===== config.mk =====
export PLATFORM = sky130hd
export DESIGN_NAME = handball_scorer_flat
export DESIGN_NICKNAME = d
export VERILOG_FILES = /design/src/rtl/handball_scorer_if.sv /design/src/rtl/handball_scorer.sv /design/src/flat_wrapper.sv
export SDC_FILE = /design/constraint.sdc
export NUM_CORES = 1
export LEC_CHECK = 0
export ABC_AREA = 0
export CORE_UTILIZATION = 56
export CTS_CLUSTER_SIZE = 12
export DETAILED_ROUTE_END_ITERATION = 12
export PLACE_DENSITY = 0.95
export SLEW_MARGIN = 20
export SYNTH_ARGS = -nofsm -noshare
export SYNTH_HDL_FRONTEND = slang
export SYNTH_SLANG_ARGS = --single-unit

===== constraint.sdc =====
create_clock -name CLKK -period 3.9 [get_ports CLKK]
set_clock_uncertainty 0.1 [all_clocks]
set_input_delay 0.78 -clock CLKK [delete_from_list [all_inputs] [get_ports CLKK]]
set_output_delay 0.78 -clock CLKK [all_outputs]
set_load 0.03 [all_outputs]

===== src/rtl/handball_scorer_if.sv =====
`default_nettype none
// ============================================================================
// Module   : handball_scorer_if
// Purpose  : Bundles the game-control inputs (start, button, ball position)
//            and the score/lives/status outputs of the handball scorer.
//            The master side drives the inputs and the slave side (the
//            scorer) drives the results.
// Revision : 1.0  initial release
// ============================================================================
interface handball_scorer_if;
  logic       START;       // level-sensitive new-game request
  logic       PULSER;      // raw, asynchronous player button
  logic [7:0] LGOUT;       // ball position, bit 7 is the player end
  logic [7:0] SCORE;       // two BCD digits, saturating at 99
  logic [2:0] LIVES_LEFT;  // lives remaining in the current game
  logic       HIT;         // one-cycle pulse on a successful return
  logic       MISS;        // one-cycle pulse on a lost ball or foul
  logic       GAME_OVER;   // high while the game is over
  logic [7:0] HIGH;        // best BCD score since reset

  // Stimulus side: owns the game inputs and observes the results
  modport master (
    output START, PULSER, LGOUT,
    input  SCORE, LIVES_LEFT, HIT, MISS, GAME_OVER, HIGH
  );

  // Scorer side: consumes the game inputs and produces the results
  modport slave (
    input  START, PULSER, LGOUT,
    output SCORE, LIVES_LEFT, HIT, MISS, GAME_OVER, HIGH
  );
endinterface
`default_nettype wire


===== src/rtl/handball_scorer.sv =====
`default_nettype none
// ============================================================================
// Module   : handball_scorer
// Purpose  : Scoring and lives controller for the handball game. Conditions
//            the player button (synchronize, debounce, edge-detect), judges
//            each ball return as a hit or a miss, and keeps the BCD score,
//            lives remaining, game-over status and high score.
// Revision : 1.0  initial release
// ============================================================================
module handball_scorer #(
  parameter int LIVES     = 3,  // misses allowed per game, 1..7
  parameter int DB_CYCLES = 4   // stable samples before the button changes, 1..255
) (
  input  logic              CLKK,
  input  logic              RESET,
  handball_scorer_if.slave  bus
);

  // --------------------------------------------------------------------------
  // Types and constants
  // --------------------------------------------------------------------------
  typedef enum logic [1:0] {
    ST_IDLE   = 2'd0,  // waiting for the first START after reset
    ST_PLAY   = 2'd1,  // ball in flight away from the player end
    ST_WINDOW = 2'd2,  // ball at the player end, a press counts as a hit
    ST_OVER   = 2'd3   // no lives left, frozen until START
  } state_e;

  localparam logic [2:0] LIVES_INIT = 3'(LIVES);
  localparam logic [7:0] DB_LIMIT   = 8'(DB_CYCLES);
  localparam logic [7:0] SCORE_MAX  = 8'h99;

  // --------------------------------------------------------------------------
  // Button conditioning state
  // --------------------------------------------------------------------------
  logic [1:0] sync_q,    sync_d;     // [0] first stage, [1] synchronized value
  logic [7:0] db_cnt_q,  db_cnt_d;   // consecutive mismatch count
  logic       db_val_q,  db_val_d;   // debounced button level
  logic       db_prev_q, db_prev_d;  // debounced level one cycle ago
  logic       press;                 // one-cycle rising edge of debounced level

  // --------------------------------------------------------------------------
  // Game state
  // --------------------------------------------------------------------------
  state_e     state_q,   state_d;
  logic [7:0] score_q,   score_d;
  logic [2:0] lives_q,   lives_d;
  logic       hit_q,     hit_d;
  logic       miss_q,    miss_d;
  logic       over_q,    over_d;
  logic [7:0] high_q,    high_d;
  logic       hflag_q,   hflag_d;    // a hit has been scored in this window
  logic       lose_life;             // this cycle costs a life

  // Only the player-end bit of the ball bus matters; the rest is ignored.
  logic       ball_at_player;
  logic       lgout_unused;

  assign ball_at_player = bus.LGOUT[7];
  assign lgout_unused   = ^bus.LGOUT[6:0];

  // --------------------------------------------------------------------------
  // BCD increment of a two-digit score, saturating at 99
  // --------------------------------------------------------------------------
  function automatic logic [7:0] bcd_inc(input logic [7:0] v);
    logic [7:0] r;
    if (v == SCORE_MAX) begin
      r = v;
    end else if (v[3:0] == 4'd9) begin
      r = {v[7:4] + 4'd1, 4'd0};
    end else begin
      r = {v[7:4], v[3:0] + 4'd1};
    end
    return r;
  endfunction

  // Synchronize, debounce and edge-detect the raw button.
  always_comb begin
    sync_d    = {sync_q[0], bus.PULSER};
    db_cnt_d  = 8'd0;
    db_val_d  = db_val_q;
    db_prev_d = db_val_q;
    // A change is accepted only after DB_CYCLES consecutive disagreeing
    // samples; any agreeing sample restarts the count from zero.
    if (sync_q[1] != db_val_q) begin
      if ((db_cnt_q + 8'd1) >= DB_LIMIT) begin
        db_val_d = sync_q[1];
        db_cnt_d = 8'd0;
      end else begin
        db_cnt_d = db_cnt_q + 8'd1;
      end
    end
  end

  assign press = db_val_q & ~db_prev_q;

  // Next-state and next-output logic for the game state machine.
  always_comb begin
    state_d   = state_q;
    score_d   = score_q;
    lives_d   = lives_q;
    hit_d     = 1'b0;
    miss_d    = 1'b0;
    over_d    = over_q;
    high_d    = high_q;
    hflag_d   = hflag_q;
    lose_life = 1'b0;

    if (bus.START) begin
      // New game request overrides everything, including an open window,
      // which is simply discarded without costing a life.
      state_d = ST_PLAY;
      score_d = 8'h00;
      lives_d = LIVES_INIT;
      over_d  = 1'b0;
      hflag_d = 1'b0;
    end else begin
      unique case (state_q)
        ST_IDLE: begin
          // Nothing happens until a game is started.
        end

        ST_PLAY: begin
          if (ball_at_player) begin
            state_d = ST_WINDOW;
            hflag_d = 1'b0;
          end else if (press) begin
            // Swinging while the ball is away is a foul.
            lose_life = 1'b1;
          end
        end

        ST_WINDOW: begin
          if (!ball_at_player) begin
            // Window closes; a press in this same cycle is too late and is
            // not also treated as a foul, so at most one MISS results.
            state_d = ST_PLAY;
            if (!hflag_q) begin
              lose_life = 1'b1;
            end
          end else if (press && !hflag_q) begin
            hit_d   = 1'b1;
            score_d = bcd_inc(score_q);
            hflag_d = 1'b1;
          end
        end

        ST_OVER: begin
          // Outputs hold until the next START.
        end

        default: begin
          state_d = ST_IDLE;
        end
      endcase

      if (lose_life) begin
        miss_d = 1'b1;
        if (lives_q != 3'd0) begin
          lives_d = lives_q - 3'd1;
        end
        // Losing the last life ends the game and records a new best score.
        if (lives_q <= 3'd1) begin
          state_d = ST_OVER;
          over_d  = 1'b1;
          if (score_q > high_q) begin
            high_d = score_q;
          end
        end
      end
    end
  end

  // Register button conditioning and game state; async active-low clear.
  always_ff @(posedge CLKK or negedge RESET) begin
    if (!RESET) begin
      sync_q    <= 2'b00;
      db_cnt_q  <= 8'd0;
      db_val_q  <= 1'b0;
      db_prev_q <= 1'b0;
      state_q   <= ST_IDLE;
      score_q   <= 8'h00;
      lives_q   <= 3'd0;
      hit_q     <= 1'b0;
      miss_q    <= 1'b0;
      over_q    <= 1'b0;
      high_q    <= 8'h00;
      hflag_q   <= 1'b0;
    end else begin
      sync_q    <= sync_d;
      db_cnt_q  <= db_cnt_d;
      db_val_q  <= db_val_d;
      db_prev_q <= db_prev_d;
      state_q   <= state_d;
      score_q   <= score_d;
      lives_q   <= lives_d;
      hit_q     <= hit_d;
      miss_q    <= miss_d;
      over_q    <= over_d;
      high_q    <= high_d;
      hflag_q   <= hflag_d;
    end
  end

  // --------------------------------------------------------------------------
  // Outputs are driven straight from registers
  // --------------------------------------------------------------------------
  assign bus.SCORE      = score_q;
  assign bus.LIVES_LEFT = lives_q;
  assign bus.HIT        = hit_q;
  assign bus.MISS       = miss_q;
  assign bus.GAME_OVER  = over_q;
  assign bus.HIGH       = high_q;

endmodule
`default_nettype wire


===== src/flat_wrapper.sv =====
// flat-port wrapper written by rule: the top's interface ports become plain ports
module handball_scorer_flat 
#(
  parameter int LIVES     = 3,                                  
  parameter int DB_CYCLES = 4                                                      
)
  (CLKK, RESET, bus_START, bus_PULSER, bus_LGOUT, bus_SCORE, bus_LIVES_LEFT, bus_HIT, bus_MISS, bus_GAME_OVER, bus_HIGH);
  handball_scorer_if bus_i ();
  input  logic CLKK;
  input  logic RESET;
  input wire logic [$bits(bus_i.START)-1:0] bus_START;
  input wire logic [$bits(bus_i.PULSER)-1:0] bus_PULSER;
  input wire logic [$bits(bus_i.LGOUT)-1:0] bus_LGOUT;
  output wire logic [$bits(bus_i.SCORE)-1:0] bus_SCORE;
  output wire logic [$bits(bus_i.LIVES_LEFT)-1:0] bus_LIVES_LEFT;
  output wire logic [$bits(bus_i.HIT)-1:0] bus_HIT;
  output wire logic [$bits(bus_i.MISS)-1:0] bus_MISS;
  output wire logic [$bits(bus_i.GAME_OVER)-1:0] bus_GAME_OVER;
  output wire logic [$bits(bus_i.HIGH)-1:0] bus_HIGH;
  assign bus_i.START = bus_START;
  assign bus_i.PULSER = bus_PULSER;
  assign bus_i.LGOUT = bus_LGOUT;
  assign bus_SCORE = bus_i.SCORE;
  assign bus_LIVES_LEFT = bus_i.LIVES_LEFT;
  assign bus_HIT = bus_i.HIT;
  assign bus_MISS = bus_i.MISS;
  assign bus_GAME_OVER = bus_i.GAME_OVER;
  assign bus_HIGH = bus_i.HIGH;
  handball_scorer #(.LIVES(LIVES), .DB_CYCLES(DB_CYCLES)) u_core (.CLKK(CLKK), .RESET(RESET), .bus(bus_i));
endmodule

# Yosys cells after proc, flatten, opt, wreduce, memory -nomap -nowiden
# Index checks and enable logic that the tools add are counted.
dict set report classes {
  n_addsub 4
  n_mul 0
  div_mod_pow 0
  magnitude_cmp 3
  eq_ne 9
  shifts 0
  n_mux 37
  bitwise 3
  n_reduce_logical 18
}
# op n
set op_table {}
lappend op_table {{two-way mux 8 bit} 8}
lappend op_table {{two-way mux 1 bit} 18}
lappend op_table {{nonzero test 2 bit} 7}
lappend op_table {{AND reduction 4 bit} 3}
lappend op_table {{two-way mux 2 bit} 5}
lappend op_table {{two-way mux 3 bit} 3}
lappend op_table {{adder 4 x 1 -> 4 bit, second input constant} 2}
lappend op_table {{adder 8 x 1 -> 8 bit, second input constant} 1}
lappend op_table {{== test 8 bit, second input constant} 1}
lappend op_table {{>= comparator 8 x 3 -> 1 bit, second input constant} 1}
lappend op_table {{> comparator 8 bit} 1}
lappend op_table {{inequality test 3 bit, second input constant} 2}
lappend op_table {{AND reduction 2 bit} 3}
lappend op_table {{nonzero test 3 bit} 2}
lappend op_table {{AND reduction 5 bit} 1}
lappend op_table {{== test 4 bit, second input constant} 1}
lappend op_table {{one-hot mux 1 bit (2 select lines)} 2}
lappend op_table {{one-hot mux 2 bit (2 select lines)} 1}
lappend op_table {{<= comparator 3 x 1 -> 1 bit, second input constant} 1}
lappend op_table {{inequality test 3 x 2 -> 1 bit, second input constant} 1}
lappend op_table {{subtractor 3 x 1 -> 3 bit, second input constant} 1}
lappend op_table {{== test 2 x 1 -> 1 bit, second input constant} 1}
lappend op_table {{== test 2 bit, second input constant} 1}
lappend op_table {{inequality test 2 bit, second input constant} 1}
lappend op_table {{other kinds (5)} 6}
dict set report word_totals {
  ff_bits 37
  latchBits 0
  ram_bits 0
  romBits 0
  out_inout_bits 22
  elab_cells 87
  memories 0
}

# Longest topological paths before layout
dict set report depth {
  ltp_word 8
  ltp_mapped 7
  ltp_nobuf 7
}

# Worst setup path before layout
# No wires, ideal clock.
dict set report synth_timing {
  kind {input to register}
  startpoint {input port bus_LGOUT[7]}
  endpoint {register u_core.high_q[0] (netlist: u_core.bus.HIGH[0])}
  arrival_ns 2.208
  required_ns 3.675
  slack_ns 1.468
  stages 4
  n_path_buf 0
  cell_sequence {a211o_1 or3_4 a211oi_4 mux2_2}
}
dict set report synth_via {
  elab_chain_len 4
  elab_cells_between_ends 5
  classes_between {mux: 4; reduce/logical: 1}
}
# item line
set synth_rtl {}
lappend synth_rtl {{start, declared} flat_wrapper.sv:13} ;# input wire logic [$bits(bus_i.LGOUT)-1:0] bus_LGOUT;
lappend synth_rtl {{two-way mux 1 bit, on equally long branches} {handball_scorer.sv:134, handball_scorer.sv:124}}
lappend synth_rtl {{one-hot mux 1 bit (2 select lines) *} handball_scorer.sv:118} ;# unique case (state_q)
lappend synth_rtl {{two-way mux 1 bit *} handball_scorer.sv:109} ;# if (bus.START) begin
lappend synth_rtl {{AND reduction 4 bit (no line) *} -}
lappend synth_rtl {{end signal, assigned} handball_scorer.sv:200} ;# high_q <= high_d;
lappend synth_rtl {{end, declared} handball_scorer.sv:51} ;# logic [7:0] high_q, high_d;
# Mark *: on every way between the ends. The rest lies on a longest branch, timed or not. The select of a mux whose other input is x is not followed.
# A chain may end at the register's enable or synchronous reset.

# Worst setup path after layout
dict set report layout_timing {
  startpoint {input port bus_LGOUT[7]}
  endpoint {register u_core.high_q[4] (netlist: u_core.bus.HIGH[4])}
}
# Same word-level chain as after synthesis.

==> key figures <==
GRT
  • GRT overflow: 0
  • Antenna violations before repair: 0
  • First-pass GRT wire length: 6140 um
  • Vias in the first global route: 1479
  • GRT Total Usage: 0.235
  • Largest net degree at the start of global routing: 38

Timing
  • Slew HR: 0.434
  • Slew Limit Fails: 0
  • Final hold vios: 0
  • Peak Freq: 0.362 GHz
  • Crit path time final: 2.77 ns
  • Total negative slack: 0 ns
  • Worst-margin pin slew: 0.837 ns
  • RSZ-0062 raised after global routing: no
  • Final setup fails: 0
  • Final worst slack: 1.13 ns
  • Post-route clock period utilization: 0.709

Clock tree
  • Clk Tree Root Cell: clkbuf_4
  • TritonCTS clock tree: done
  • Cts bufs inserted: 5
  • Setup bufs post-CTS: 0
  • Hold_buf cts: 0
  • H-tree depth: 2
  • Post-CTS Resized: 0
  • Clk_lat worst skew: 0.36 ns
  • Clk slew on worst S/H paths: 0.11 ns
  • Longest Clk Path Bufs: 2
  • Clock Sink Count: 37

Synthesis
  • Most used DFF post-synth: dfrtp_1
  • Synthesized area: 1870 sq um
  • Post-synth cell types: 39
  • Syn. warnings: 0
  • #FFs+latches synth: 37
  • Post-synthesis sequential area ratio: 0.494
  • Ys async rst share: 1.00
  • Post-synth EDFFs: 0
  • Syn Inst Count: 177
  • Syn_area_per_cell: 10.6 sq um

Route
  • Pre-Repair DR Iteration Count: 4
  • Via count: 1405
  • Drt wl/cell: 13.6 um
  • Routed WL: 3550 um
  • Drt via density: 5.38
  • Final ANT Viol Nets: 0
  • Iteration-0 DRC Markers: 42
  • Drt drc: 0

Setup path
  • WP depth: 5
  • Largest delay share family, worst path: compound AO/OA/AOI/OAI gates
  • R2R setup slack: 1.20 ns
  • Slowest CP cell: clkdlybuf4s50_1
  • WP data required: 4.05 ns
  • Reg2reg start: u_core.state_q[0]
  • Critical path buffer and inverter count: 1
  • CP max stage delay: 0.50 ns
  • Critical path class: input port to register
  • Critical R2R Capture: u_core.bus.HIGH[4]
  • CP cell instances: clkdlybuf4s50_1 > a211o_1 > or3_4 > a211oi_4 > mux2_2
  • Reg2Reg Depth: 7
  • Crit path max fanout: 8
  • Worst EP arrival: 2.92 ns
  • Worst Setup End Kind: register
  • Element type at the critical path start: input port

Placed design
  • Port Buffers: 26
  • Inst Count DP: 253
  • Routability congestion estimate: 0.760
  • DP Area: 2220 sq um
  • Pre-CTS setup slack: 0.770 ns
  • Hpwl dp: 2540 um

Power
  • Peak supply drop: 0.000219 V
  • Internal: 0.550 mW
  • Sequential share of power: 0.532
  • Combinational power share: 0.218
  • Sw Pwr: 0.258 mW
  • Clock network fraction of total power: 0.250
  • Cell Pwr Density: 355 nW/um^2
  • P_leak: 0.990 nW
  • Switch share: 0.319

Hold path
  • Hold Path End: u_core.sync_q[1]
  • Hold depth: 0
  • Hold Path Class: register to register
  • Min-Delay Startpoint: u_core.sync_q[0]

Cells and area
  • Share of cells above drive strength 1: 0.101
  • Most frequent cells in the layout: 37 x dfrtp_1, 26 x clkdlybuf4s50_1, 19 x inv_1
  • Non-Filler Instances: 261
  • Area grow syn2layout: 21.4%
  • Final Cell Area: 2270 sq um
  • Number of antenna diodes: 0
  • Commonest non-fill, non-tap cell in the layout: dfrtp_1
  • Layout Nets: 245

Floorplanning
  • CORE AREA: 3100 sq um
  • Die W: 59.9 um
  • Initial Utilization: 0.604
  • Die Area: 3580 sq um
  • I/O pin count: 34
  • FP Rows: 20
  • Die extent in y: 59.9 um

Run
  • Max-Cap Viols: 0

Outcome
  • Status: finished, final reports clean
-- worst max-delay path by stage --
stage          slack (ns)    startpoint            endpoint
4_1_cts              1.14  bus_LGOUT[7]  u_core.bus.HIGH[6]
3_3_place_gp         0.79  bus_LGOUT[7]  u_core.bus.HIGH[6]
5_1_grt              1.05  bus_LGOUT[7]  u_core.bus.HIGH[3]
6_report             1.13  bus_LGOUT[7]  u_core.bus.HIGH[4]
2_1_floorplan        1.47  bus_LGOUT[7]  u_core.bus.HIGH[0]
3_5_place_dp         0.77  bus_LGOUT[7]  u_core.bus.HIGH[6]
-- cell usage after synthesis (2+ instances only) --
cell type,count,area (sq um)
xnor2_1,4,35.0
nor2_1,14,52.6
a211o_1,2,17.5
nor3_1,5,25.0
dfrtp_1,37,926
nand3b_1,4,30.0
o21ai_0,7,35.0
a22oi_1,2,15.0
a21oi_1,10,50.1
nand4_1,4,25.0
nand2_1,11,41.3
a211oi_1,2,15.0
or3_1,2,12.5
mux2_2,7,78.8
mux2i_1,2,20.0
ha_1,17,213
nor2b_1,3,18.8
nand3_1,5,25.0
inv_1,19,71.3
-- flip-flops by register name, summed over array words and instances, names as in the netlist --
signal	flops
u_core.bus.GAME_OVER	1
u_core.state_q	2
u_core.db_cnt_q	8
u_core.db_prev_q	1
u_core.hflag_q	1
u_core.bus.LIVES_LEFT	3
u_core.bus.SCORE	8
u_core.bus.HIGH	8
u_core.bus.MISS	1
u_core.db_prev_d	1
u_core.bus.HIT	1
u_core.sync_q	2
-- stage by stage --
step	hold WS (ns)	power, mW	utilization
after global routing	0.286	0.849	0.733
after floorplan	0.231	0.551	-
after global placement	0.238	0.596	0.715
after detailed placement	0.250	0.608	0.715
after CTS	0.280	0.811	0.733
final	0.276	0.808	0.733
-- area by class of cell --
class	instances	area, sq um
well taps	44	55.1
clock buffers	5	37.5
clock inverters	3	17.5
fillers	227	828
inverters	19	71.3
flip-flops and latches	37	926
multi-input cells	125	892
repair buffers	28	275
-- worst register-to-register path: cells and delay by family, from the launching register on --
| family | cells | cell delay, ns |
|---|---|---|
| buffers and inverters | 1 | 0.10 |
| adders and majority gates | 1 | 0.27 |
| AOI/OAI and AO/OA | 2 | 0.80 |
| and+or+nand+nor | 2 | 0.50 |
| muxes | 1 | 0.39 |
| DFF | 1 | 0.43 |
-- power by group through the flow --
stage          clock, mW  sequential [mW]  combinational (mW)
2_1_floorplan          0            0.447               0.103
3_3_place_gp           0            0.434               0.162
3_5_place_dp           0            0.437               0.172
4_1_cts            0.205            0.430               0.176
5_1_grt            0.221            0.433               0.195
6_report           0.202            0.430               0.176
-- per-layer routing --
layer | up-vias | GRT usage | routed length [um]
met5 | - | 0 | 0
li1 | 693 | - | -
met1 | 669 | 0.273 | 1520
met3 | 10 | 0.0714 | 180
met2 | 33 | 0.400 | 1780
met4 | 0 | 0.0997 | 62
-- cell families (layout without fill, tap and decap cells) --
group	count (synthesis)	in the layout	synth area share
flip-flops	37	37	0.494
other	1	6	0.00200
AO/OA/AOI/OAI	31	31	0.110
XOR/XNOR	5	5	0.0234
buffers and inverters	20	55	0.0401
multiplexers	9	9	0.0527
AND/OR/NAND/NOR	57	57	0.164
adder cells (fa/ha/maj)	17	17	0.113
Power figures use the tool's default switching activity.
